===== src/rtl/cnt_pair_sched_pkg.sv =====
// Shared types and constants for the two-counter run controller.
package cnt_pair_pkg;

  localparam int MOD_W = 10;

  typedef enum logic [1:0] {
    IDLE   = 2'd0,
    LOAD   = 2'd1,
    RUN    = 2'd2,
    REPORT = 2'd3
  } state_t;

  localparam logic [1:0] V_EQ   = 2'b00;
  localparam logic [1:0] V_A_GT = 2'b01;
  localparam logic [1:0] V_B_GT = 2'b10;

endpackage


===== src/rtl/cnt_pair_sched_if.sv =====
// Control and counter-side signals of the run controller, bundled as one interface.
interface cnt_pair_sched_if #(
  parameter int WIN_W   = 16,
  parameter int TALLY_W = 12
);
  // Handshake: start is a single-cycle request honoured only while idle (busy=0,
  // done=0); busy stays high through LOAD and RUN, done pulses once per finished
  // or rejected run, and err/verdict/tallies are valid from done onwards.
  logic                            start;
  logic                            abort;
  logic [cnt_pair_pkg::MOD_W-1:0]  cfg_modA;
  logic [cnt_pair_pkg::MOD_W-1:0]  cfg_modB;
  logic [WIN_W-1:0]                cfg_win;
  logic                            CoutA;
  logic                            CoutB;
  logic                            cntA_EQ_cntB;
  logic [cnt_pair_pkg::MOD_W-1:0]  cntA_Module;
  logic [cnt_pair_pkg::MOD_W-1:0]  cntB_Module;
  logic                            cnt_rst_n;
  logic                            busy;
  logic                            done;
  logic                            err;
  logic [TALLY_W-1:0]              tallyA;
  logic [TALLY_W-1:0]              tallyB;
  logic [TALLY_W-1:0]              eq_hits;
  logic [1:0]                      verdict;

  modport master (
    output start, abort, cfg_modA, cfg_modB, cfg_win, CoutA, CoutB, cntA_EQ_cntB,
    input  cntA_Module, cntB_Module, cnt_rst_n, busy, done, err,
           tallyA, tallyB, eq_hits, verdict
  );

  modport slave (
    input  start, abort, cfg_modA, cfg_modB, cfg_win, CoutA, CoutB, cntA_EQ_cntB,
    output cntA_Module, cntB_Module, cnt_rst_n, busy, done, err,
           tallyA, tallyB, eq_hits, verdict
  );

endinterface


===== src/rtl/cnt_pair_sched_sat_cnt.sv =====
// Saturating up-counter with synchronous clear; nxt exposes the value about to be stored.
module sat_cnt #(
  parameter int W = 12
) (
  input  logic         clk,
  input  logic         rst,
  input  logic         clr,
  input  logic         en,
  output logic [W-1:0] cnt,
  output logic [W-1:0] nxt
);

  always_comb begin
    nxt = cnt;
    if (clr)
      nxt = '0;
    else if (en && (cnt != {W{1'b1}}))
      nxt = cnt + 1'b1;
  end

  always_ff @(posedge clk) begin
    if (rst) cnt <= '0;
    else     cnt <= nxt;
  end

endmodule


===== src/rtl/cnt_pair_sched.sv =====
// Run controller: latches a modulus pair, releases both counters for a window
// of cycles, tallies carries and equality hits, then reports a verdict.
module cnt_pair_sched
  import cnt_pair_pkg::*;
#(
  parameter int WIN_W   = 16,
  parameter int TALLY_W = 12
) (
  input  logic               CLK,
  input  logic               rst,
  cnt_pair_sched_if.slave    bus,
  output state_t             dbg_state
);

  localparam logic [WIN_W-1:0] WIN_ONE = 1;

  state_t             state;
  state_t             state_nxt;
  logic [MOD_W-1:0]   mod_a;
  logic [MOD_W-1:0]   mod_b;
  logic [WIN_W-1:0]   win_cnt;
  logic               err_q;
  logic [1:0]         verdict_q;
  logic               accept;
  logic               bad_cfg;
  logic               abort_hit;
  logic               tally_en;
  logic [TALLY_W-1:0] nxt_a;
  logic [TALLY_W-1:0] nxt_b;
  logic [TALLY_W-1:0] nxt_eq;

  assign accept    = (state == IDLE) && bus.start;
  assign bad_cfg   = (bus.cfg_modA == '0) || (bus.cfg_modB == '0) || (bus.cfg_win == '0);
  assign abort_hit = bus.abort && ((state == LOAD) || (state == RUN));
  assign tally_en  = (state == RUN) && !bus.abort;

  function automatic logic [1:0] calc_verdict(input logic [TALLY_W-1:0] a,
                                              input logic [TALLY_W-1:0] b);
    if (a > b)      return V_A_GT;
    else if (b > a) return V_B_GT;
    else            return V_EQ;
  endfunction

  always_ff @(posedge CLK) begin
    if (rst) state <= IDLE;
    else     state <= state_nxt;
  end

  always_comb begin
    state_nxt = state;
    case (state)
      IDLE:    if (bus.start) state_nxt = bad_cfg ? REPORT : LOAD;
      LOAD:    state_nxt = abort_hit ? IDLE : RUN;
      RUN: begin
        if (abort_hit)              state_nxt = IDLE;
        else if (win_cnt == WIN_ONE) state_nxt = REPORT;
      end
      REPORT:  state_nxt = IDLE;
      default: state_nxt = IDLE;
    endcase
  end

  // Window length is captured at acceptance; LOAD only holds it while the
  // counters settle on their new modulus.
  always_ff @(posedge CLK) begin
    if (rst) begin
      mod_a     <= '0;
      mod_b     <= '0;
      win_cnt   <= '0;
      err_q     <= 1'b0;
      verdict_q <= V_EQ;
    end else if (accept) begin
      mod_a   <= bus.cfg_modA;
      mod_b   <= bus.cfg_modB;
      win_cnt <= bus.cfg_win;
      err_q   <= bad_cfg;
      if (bad_cfg) verdict_q <= V_EQ;
    end else if (state == RUN) begin
      win_cnt <= win_cnt - 1'b1;
      if ((win_cnt == WIN_ONE) && !bus.abort)
        verdict_q <= calc_verdict(nxt_a, nxt_b);
    end
  end

  sat_cnt #(.W(TALLY_W)) u_tally_a (
    .clk(CLK), .rst(rst), .clr(accept), .en(tally_en && bus.CoutA),
    .cnt(bus.tallyA), .nxt(nxt_a)
  );

  sat_cnt #(.W(TALLY_W)) u_tally_b (
    .clk(CLK), .rst(rst), .clr(accept), .en(tally_en && bus.CoutB),
    .cnt(bus.tallyB), .nxt(nxt_b)
  );

  sat_cnt #(.W(TALLY_W)) u_tally_eq (
    .clk(CLK), .rst(rst), .clr(accept), .en(tally_en && bus.cntA_EQ_cntB),
    .cnt(bus.eq_hits), .nxt(nxt_eq)
  );

  assign bus.cntA_Module = mod_a;
  assign bus.cntB_Module = mod_b;
  assign bus.cnt_rst_n   = (state == RUN);
  assign bus.busy        = (state == LOAD) || (state == RUN);
  assign bus.done        = (state == REPORT);
  assign bus.err         = err_q;
  assign bus.verdict     = verdict_q;
  assign dbg_state       = state;

endmodule

===== src/flat_wrapper.sv =====
// flat-port wrapper written by rule: the top's interface ports become plain ports
module cnt_pair_sched_flat import cnt_pair_pkg::*;
#(
  parameter int WIN_W   = 16,
  parameter int TALLY_W = 12
)
  (CLK, rst, dbg_state, bus_start, bus_abort, bus_cfg_modA, bus_cfg_modB, bus_cfg_win, bus_CoutA, bus_CoutB, bus_cntA_EQ_cntB, bus_cntA_Module, bus_cntB_Module, bus_cnt_rst_n, bus_busy, bus_done, bus_err, bus_tallyA, bus_tallyB, bus_eq_hits, bus_verdict);
  cnt_pair_sched_if #(.WIN_W(WIN_W), .TALLY_W(TALLY_W)) bus_i ();
  input  logic CLK;
  input  logic rst;
  output state_t dbg_state;
  input wire logic [$bits(bus_i.start)-1:0] bus_start;
  input wire logic [$bits(bus_i.abort)-1:0] bus_abort;
  input wire logic [$bits(bus_i.cfg_modA)-1:0] bus_cfg_modA;
  input wire logic [$bits(bus_i.cfg_modB)-1:0] bus_cfg_modB;
  input wire logic [$bits(bus_i.cfg_win)-1:0] bus_cfg_win;
  input wire logic [$bits(bus_i.CoutA)-1:0] bus_CoutA;
  input wire logic [$bits(bus_i.CoutB)-1:0] bus_CoutB;
  input wire logic [$bits(bus_i.cntA_EQ_cntB)-1:0] bus_cntA_EQ_cntB;
  output wire logic [$bits(bus_i.cntA_Module)-1:0] bus_cntA_Module;
  output wire logic [$bits(bus_i.cntB_Module)-1:0] bus_cntB_Module;
  output wire logic [$bits(bus_i.cnt_rst_n)-1:0] bus_cnt_rst_n;
  output wire logic [$bits(bus_i.busy)-1:0] bus_busy;
  output wire logic [$bits(bus_i.done)-1:0] bus_done;
  output wire logic [$bits(bus_i.err)-1:0] bus_err;
  output wire logic [$bits(bus_i.tallyA)-1:0] bus_tallyA;
  output wire logic [$bits(bus_i.tallyB)-1:0] bus_tallyB;
  output wire logic [$bits(bus_i.eq_hits)-1:0] bus_eq_hits;
  output wire logic [$bits(bus_i.verdict)-1:0] bus_verdict;
  assign bus_i.start = bus_start;
  assign bus_i.abort = bus_abort;
  assign bus_i.cfg_modA = bus_cfg_modA;
  assign bus_i.cfg_modB = bus_cfg_modB;
  assign bus_i.cfg_win = bus_cfg_win;
  assign bus_i.CoutA = bus_CoutA;
  assign bus_i.CoutB = bus_CoutB;
  assign bus_i.cntA_EQ_cntB = bus_cntA_EQ_cntB;
  assign bus_cntA_Module = bus_i.cntA_Module;
  assign bus_cntB_Module = bus_i.cntB_Module;
  assign bus_cnt_rst_n = bus_i.cnt_rst_n;
  assign bus_busy = bus_i.busy;
  assign bus_done = bus_i.done;
  assign bus_err = bus_i.err;
  assign bus_tallyA = bus_i.tallyA;
  assign bus_tallyB = bus_i.tallyB;
  assign bus_eq_hits = bus_i.eq_hits;
  assign bus_verdict = bus_i.verdict;
  cnt_pair_sched #(.WIN_W(WIN_W), .TALLY_W(TALLY_W)) u_core (.CLK(CLK), .rst(rst), .bus(bus_i), .dbg_state(dbg_state));
endmodule

===== config.mk =====
export PLATFORM = sky130hd
export DESIGN_NAME = cnt_pair_sched_flat
export DESIGN_NICKNAME = d
export VERILOG_FILES = /design/src/rtl/cnt_pair_sched_pkg.sv /design/src/rtl/cnt_pair_sched_if.sv /design/src/rtl/cnt_pair_sched_sat_cnt.sv /design/src/rtl/cnt_pair_sched.sv /design/src/flat_wrapper.sv
export SDC_FILE = /design/constraint.sdc
export NUM_CORES = 1
export LEC_CHECK = 0
export ABC_CLOCK_PERIOD_IN_PS = 4200
export CORE_AREA = 2 2 98 100
export DETAILED_ROUTE_END_ITERATION = 10
export DIE_AREA = 0 0 100 102
export PLACE_DENSITY = 0.79
export SLEW_MARGIN = 40
export SYNTH_ARGS = -nofsm -noshare
export SYNTH_HDL_FRONTEND = slang
export SYNTH_HIERARCHICAL = 1
export SYNTH_SLANG_ARGS = --single-unit

===== constraint.sdc =====
create_clock -name CLK -period 4.2 [get_ports CLK]
set_clock_uncertainty 0.1 [all_clocks]
set_input_delay 0.84 -clock CLK [delete_from_list [all_inputs] [get_ports CLK]]
set_output_delay 0.84 -clock CLK [all_outputs]
set_load 0.01 [all_outputs]

Yosys cells after proc, flatten, opt, wreduce, memory -nomap -nowiden
Index checks and enable logic that the tools add are counted.
Widths: inputs -> output; s select.

cells by class
  multiply operators = 0
  reductions and logical operators = 23
  muxes and demuxes = 18
  shift operators = 0
  div/mod/pow operators = 0
  $lt $le $gt $ge = 2
  equal/unequal tests = 10
  add/sub/neg operators = 4
  bitwise logic cells = 0

operators with widths
  operator               count
  $mux 12                4
  $add 12x1->12 const B  3
  $ne 12x12->1 const B   3
  $mux 16                2
  $gt 12x12->1           2
  $mux 2                 11
  $logic_not 10->1       2
  $eq 16x1->1 const B    1
  $logic_not 16->1       1
  $sub 16x1->16 const B  1
  $logic_and 1x1->1      10
  $pmux 2 s4             1
  $eq 2x2->1 const B     2
  $ne 2x2->1 const B     2
  $reduce_bool 2->1      2
  $logic_or 1x1->1       3
  $ne 3x1->1 const B     1
  $reduce_and 3->1       1
  $eq 2x1->1 const B     1
  $logic_not 2->1        1
  $reduce_and 2->1       1
  $reduce_or 2->1        1
  $logic_not 1->1        1

word-level totals
  word-level logic and storage cells = 66
  output and inout bits = 64
  memories kept = 0
  latch bits = 0
  RAM bits = 0
  ROM bits = 0
  flip-flop bits (word level) = 77

Longest topological paths before layout
  word-level depth = 12
  gate-level depth with buffers = 15
  depth with buffers taken out = 15

By module
The synthesis kept the hierarchy.

modules (own cells, without submodules)
  module          times used  area an instance (sq um)  cells each  sequential area each (sq um)
  cnt_pair_sched  1           2290.9                    290         820.8
  sat_cnt         3           738.2                     89          240.2

Least setup slack after synthesis
No wires, ideal clock.

  kind = reg-to-reg
  start point = register u_core.state[0], in the netlist u_core/dbg_state[0]
  end point = register u_core.verdict_q[1], in the netlist u_core/bus.verdict[1]
  setup time = 0.116 ns
  arrival time = 3.182 ns
  buffers on the path = 0
  cell stages (with the launch flop) = 15
  path slack = 0.802 ns
  data required time = 3.984 ns
  cell sequence = dfxtp_1 inv_1 ha_1 nor2b_1 and2_1 and4_1 o41ai_4 or4_1 a21oi_1 inv_1 ha_1 nand4_1 nor4_1 nor3_1 a31o_2

on the way
  longest elaborated chain between the ends = 12
  elaborated cells between the ends (all ways) = 23
  those cells by class = 2 x order compare; 2 x eq/ne; 9 x mux; 10 x reduce/logical

RTL lines
  element                    RTL line                      source
  start, declared            cnt_pair_sched.sv:17          state_t state;
  start signal, assigned     cnt_pair_sched.sv:46          else state <= state_nxt;
  $eq 2x2->1 (*)             -
  named net bus_cnt_rst_n    flat_wrapper.sv:22            output wire logic [$bits(bus_i.cnt_rst_n)-1:0] bus_cnt_rst_n;
  $logic_and 1x1->1 (*)      cnt_pair_sched.sv:35          assign tally_en = (state == RUN) && !bus.abort;
  $logic_and 1x1->1 (*)      cnt_pair_sched.sv:86          .clk(CLK), .rst(rst), .clr(accept), .en(tally_en && bus.CoutA),
  $logic_and 1x1->1 (*)      cnt_pair_sched_sat_cnt.sv:17  else if (en && (cnt != {W{1'b1}}))
  $mux 12 (*)                cnt_pair_sched_sat_cnt.sv:17
  $mux 12 (*)                cnt_pair_sched_sat_cnt.sv:15  if (clr)
  named net u_core.nxt_a[9]  cnt_pair_sched.sv:28          logic [TALLY_W-1:0] nxt_a;
  $gt 12x12->1               cnt_pair_sched.sv:40          else if (b > a) return V_B_GT;
  $mux 2                     cnt_pair_sched.sv:40
  $mux 2 (*)                 cnt_pair_sched.sv:39          if (a > b) return V_A_GT;
  $mux 2 (*)                 cnt_pair_sched.sv:80          if ((win_cnt == WIN_ONE) && !bus.abort)
  $mux 2 (*)                 cnt_pair_sched.sv:78          end else if (state == RUN) begin
  $mux 2 (*)                 cnt_pair_sched.sv:72          end else if (accept) begin
  end signal, assigned       cnt_pair_sched.sv:81          verdict_q <= calc_verdict(nxt_a, nxt_b);
  end, declared              cnt_pair_sched.sv:23          logic [1:0] verdict_q;

The timed path passes the listed nets; every way through them passes the cells marked *. The select of a mux whose other input is x is not followed.
A chain may end at the register's enable or synchronous reset.

Final worst setup path
  start point = input bus_abort
  end point = register u_core.verdict_q[1], in the netlist u_core/bus.verdict[1]

on the way
  longest elaborated chain between the ends = 12
  elaborated cells between the ends (all ways) = 20
  those cells by class = 2 x order compare; 9 x mux; 9 x reduce/logical

RTL lines
  element                    RTL line                      source
  start, declared            flat_wrapper.sv:13            input wire logic [$bits(bus_i.abort)-1:0] bus_abort;
  $logic_not 1->1 (*)        cnt_pair_sched.sv:35
  $logic_and 1x1->1 (*)      cnt_pair_sched.sv:35
  $logic_and 1x1->1 (*)      cnt_pair_sched.sv:86
  $logic_and 1x1->1 (*)      cnt_pair_sched_sat_cnt.sv:17
  $mux 12 (*)                cnt_pair_sched_sat_cnt.sv:17
  $mux 12 (*)                cnt_pair_sched_sat_cnt.sv:15
  named net u_core.nxt_a[9]  cnt_pair_sched.sv:28
  $gt 12x12->1               cnt_pair_sched.sv:40
  $mux 2                     cnt_pair_sched.sv:40
  $mux 2 (*)                 cnt_pair_sched.sv:39
  $mux 2 (*)                 cnt_pair_sched.sv:80
  $mux 2 (*)                 cnt_pair_sched.sv:78
  $mux 2 (*)                 cnt_pair_sched.sv:72

Marked as above.

==> results.py <==
metrics = {
    "status": {
        "status": "finished, final reports clean",
    },
    "critical_path": {
        "start_kind": "primary input",
        "r2r_slack_ns": 0.57,
        "cp.arrival_ns": 3.86,
        "cp_max_fo": 7,
        "worstRegToRegCells": 15,
        "r2r-start": "u_core/dbg_state[0]$_SDFFE_PP0P_",
        "required_ns": 4.35,
        "worstSetupPathType": "in -> reg",
        "slowest_delay_ns": 0.43,
        "slowest_stage": "clkdlybuf4s50_1",
        "rr_endpoint": "u_core/bus.verdict[1]$_SDFFE_PP0P_",
        "cp_cell_sequence": "clkdlybuf4s50_1, nor2b_1, and2_1, and4_1, o41ai_4, or4_1, a21oi_1, inv_1, ha_1, nand4_1, nor4_1, nor3_1, a31o_2",
        "cp_top_family": "simple AND/OR/NAND/NOR gates",
        "cp-end-kind": "register",
        "worst-path-buf-inv": 2,
    },
    "floorplan": {
        "fp.dieArea_sq_um": 10200,
        "rows": 35,
        "initial_core_util_pct": 48.5,
        "chipHeight_um": 102,
        "core_area_sq_um": 9110,
        "die_w_um": 100,
        "io_pins": 107,
    },
    "global_route": {
        "grt_overflow_total": 0,
        "grt_pass1_wl_mm": 18.8,
        "grt_pass1_vias": 4062,
        "track_usage_pct": 22.7,
        "grt_max_degree": 55,
        "antenna_found_initial": 0,
    },
    "sta": {
        "grt_setup_unrepaired": "false",
        "setup_viol": 0,
        "period_share_pct": 88.4,
        "setup_ws_ns": 0.486,
        "tightest_slew_ns": 0.626,
        "drv_slew": 0,
        "min_period_ns": 3.71,
        "max_freq_ghz": 0.269,
        "maxSlewHeadroom_pct": 57.7,
        "hold_viol": 0,
        "hold_slack_ns": 0.356,
        "totalNegativeSetupSlack_ns": 0,
    },
    "route": {
        "vias_per_cell": 5.64,
        "vias": 4284,
        "drc": 0,
        "drt-initial-drc-count": 159,
        "wirelength_mm": 11.6,
        "ant_nets": 0,
        "dr.pass1.iters": 4,
        "post_drt_wl_per_cell_um": 15.3,
    },
    "worst_hold_path": {
        "holdPathStages": 2,
        "whs_endpoint": "u_core/bus.cntA_Module[8]$_SDFFE_PP0P_",
        "hp-start": "u_core/bus.cntA_Module[8]$_SDFFE_PP0P_",
        "holdCritPathClass": "reg -> reg",
    },
    "logic_synthesis": {
        "ys_warn_count": 6,
        "synth_cells": 540,
        "syn_nets": 605,
        "postSynthAreaPerCell_sq_um": 8.18,
        "syn-cell-area_sq_um": 4420,
    },
    "clock_tree": {
        "cts_tree": "built",
        "cts_buffers": 9,
        "cts_root_buf": "clkbuf_8",
        "clkTransAtPathRegs_ns": 0.09,
        "cts_hold_buffers": 0,
        "post_cts_resized": 0,
        "cts_setup_buffers": 0,
        "htreeDepth": 3,
        "clkLatencyLatePin_ns": 0.35,
        "clockBufferDepth": 2,
        "cts_sinks": 77,
    },
    "layout": {
        "fin_nets": 709,
        "drive_gt1_share_pct": 8.47,
        "stdcell_area_sq_um": 5760,
        "n_antenna_cell": 0,
        "area_growth_syn_to_layout_pct": 30.5,
        "nFillCells": 785,
        "utilization_pct": 63.3,
    },
    "place": {
        "pre_cts_ws_ns": 0.133,
        "placed_area_sq_um": 5580,
        "dpl.hpwl_mm": 8.74,
        "gp_congestion": 0.938,
        "io_buffers": 106,
    },
    "power_and_ir_drop": {
        "powerDensity_nw_per_um2": 404,
        "p_leak_nw": 2.02,
        "vdd_drop_max_mv": 0.245,
    },
    "flow_run": {
        "maxCapViolations": 0,
    },
}
-- layout by cell type, fill, tap and decap left out, types with 3 or more instances in the layout --
| cell type | instances |
|---|---|
| o41ai_1 | 3 |
| o211ai_1 | 4 |
| buf_4 | 7 |
| xor2_1 | 17 |
| clkdlybuf4s50_1 | 105 |
| dfxtp_1 | 77 |
| a21o_1 | 3 |
| a21oi_1 | 43 |
| and3_4 | 3 |
| mux2i_1 | 12 |
| or2_2 | 4 |
| and2_1 | 8 |
| nand4_1 | 16 |
| ha_1 | 22 |
| o21ai_0 | 14 |
| and3_1 | 6 |
| xnor2_1 | 9 |
| nand2b_1 | 6 |
| or3_1 | 10 |
| o2111ai_1 | 3 |
| nand2_1 | 75 |
| nand3_2 | 4 |
| o31ai_1 | 5 |
| nor2_1 | 72 |
| a211oi_1 | 16 |
| o41ai_4 | 3 |
| nand3_1 | 8 |
| or4_4 | 3 |
| nor2b_1 | 5 |
| clkbuf_8 | 9 |
| and4_1 | 3 |
| nor3_1 | 12 |
| nand3_4 | 3 |
| inv_1 | 18 |
| nor4_1 | 13 |
-- worst min-delay path, cell delays in order, from the launching register on --
cell and delay, ns:
dfxtp_1 0.31, nand2_1 0.05, a21oi_1 0.05
-- power breakdown --
| group | switching, mW | internal, mW |
|---|---|---|
| clock | 0.301 | 0.223 |
| sequential | 0.109 | 0.832 |
| combinational | 0.473 | 0.388 |
| total | 0.883 | 1.44 |
-- per-stage QoR --
step,std cells,total power [mW]
floorplan,540,1.49
global placement,744,1.78
detailed placement,744,1.81
CTS,760,2.34
global route,760,2.48
finish,760,2.33
-- layout make-up --
type	count	area [sq um]	share of cell area, %
flip-flops and latches	77	1540	26.8
well taps	111	139	2.41
clock buffers	9	124	2.15
multi-input cells	425	2720	47.3
repair buffers	113	1110	19.2
inverters	18	67.6	1.17
clock inverters	7	57.6	0.999
-- worst max-delay path by stage --
stage	slack, ns	cells after the start	startpoint	endpoint
2_1_floorplan	0.80	14	u_core/dbg_state[0]$_SDFFE_PP0P_	u_core/bus.verdict[1]$_SDFFE_PP0P_
3_3_place_gp	0.28	13	bus_abort	u_core/bus.verdict[1]$_SDFFE_PP0P_
3_5_place_dp	0.13	13	bus_abort	u_core/bus.verdict[1]$_SDFFE_PP0P_
4_1_cts	0.50	13	bus_abort	u_core/bus.verdict[1]$_SDFFE_PP0P_
5_1_grt	0.28	14	bus_abort	u_core/bus.verdict[0]$_SDFFE_PP0P_
6_report	0.49	13	bus_abort	u_core/bus.verdict[1]$_SDFFE_PP0P_
-- state kept, by name (all words and copies together), names as in the netlist --
signal,count
u_core/bus.cntA_Module,10
u_core/bus.err,1
u_core/u_tally_a/cnt,12
u_core/win_cnt,16
u_core/dbg_state,2
u_core/u_tally_eq/cnt,12
u_core/bus.cntB_Module,10
u_core/u_tally_b/cnt,12
u_core/bus.verdict,2
-- per-layer routing --
| metal | GRT usage (%) | wire [um] | up-vias |
|---|---|---|---|
| met4 | 7.27 | 137 | 0 |
| met5 | 0 | 0 | - |
| li1 | - | - | 2130 |
| met3 | 4.99 | 726 | 17 |
| met2 | 38.1 | 5610 | 136 |
| met1 | 29.2 | 5160 | 2001 |
Note: power is estimated with default switching activity, not from simulation.
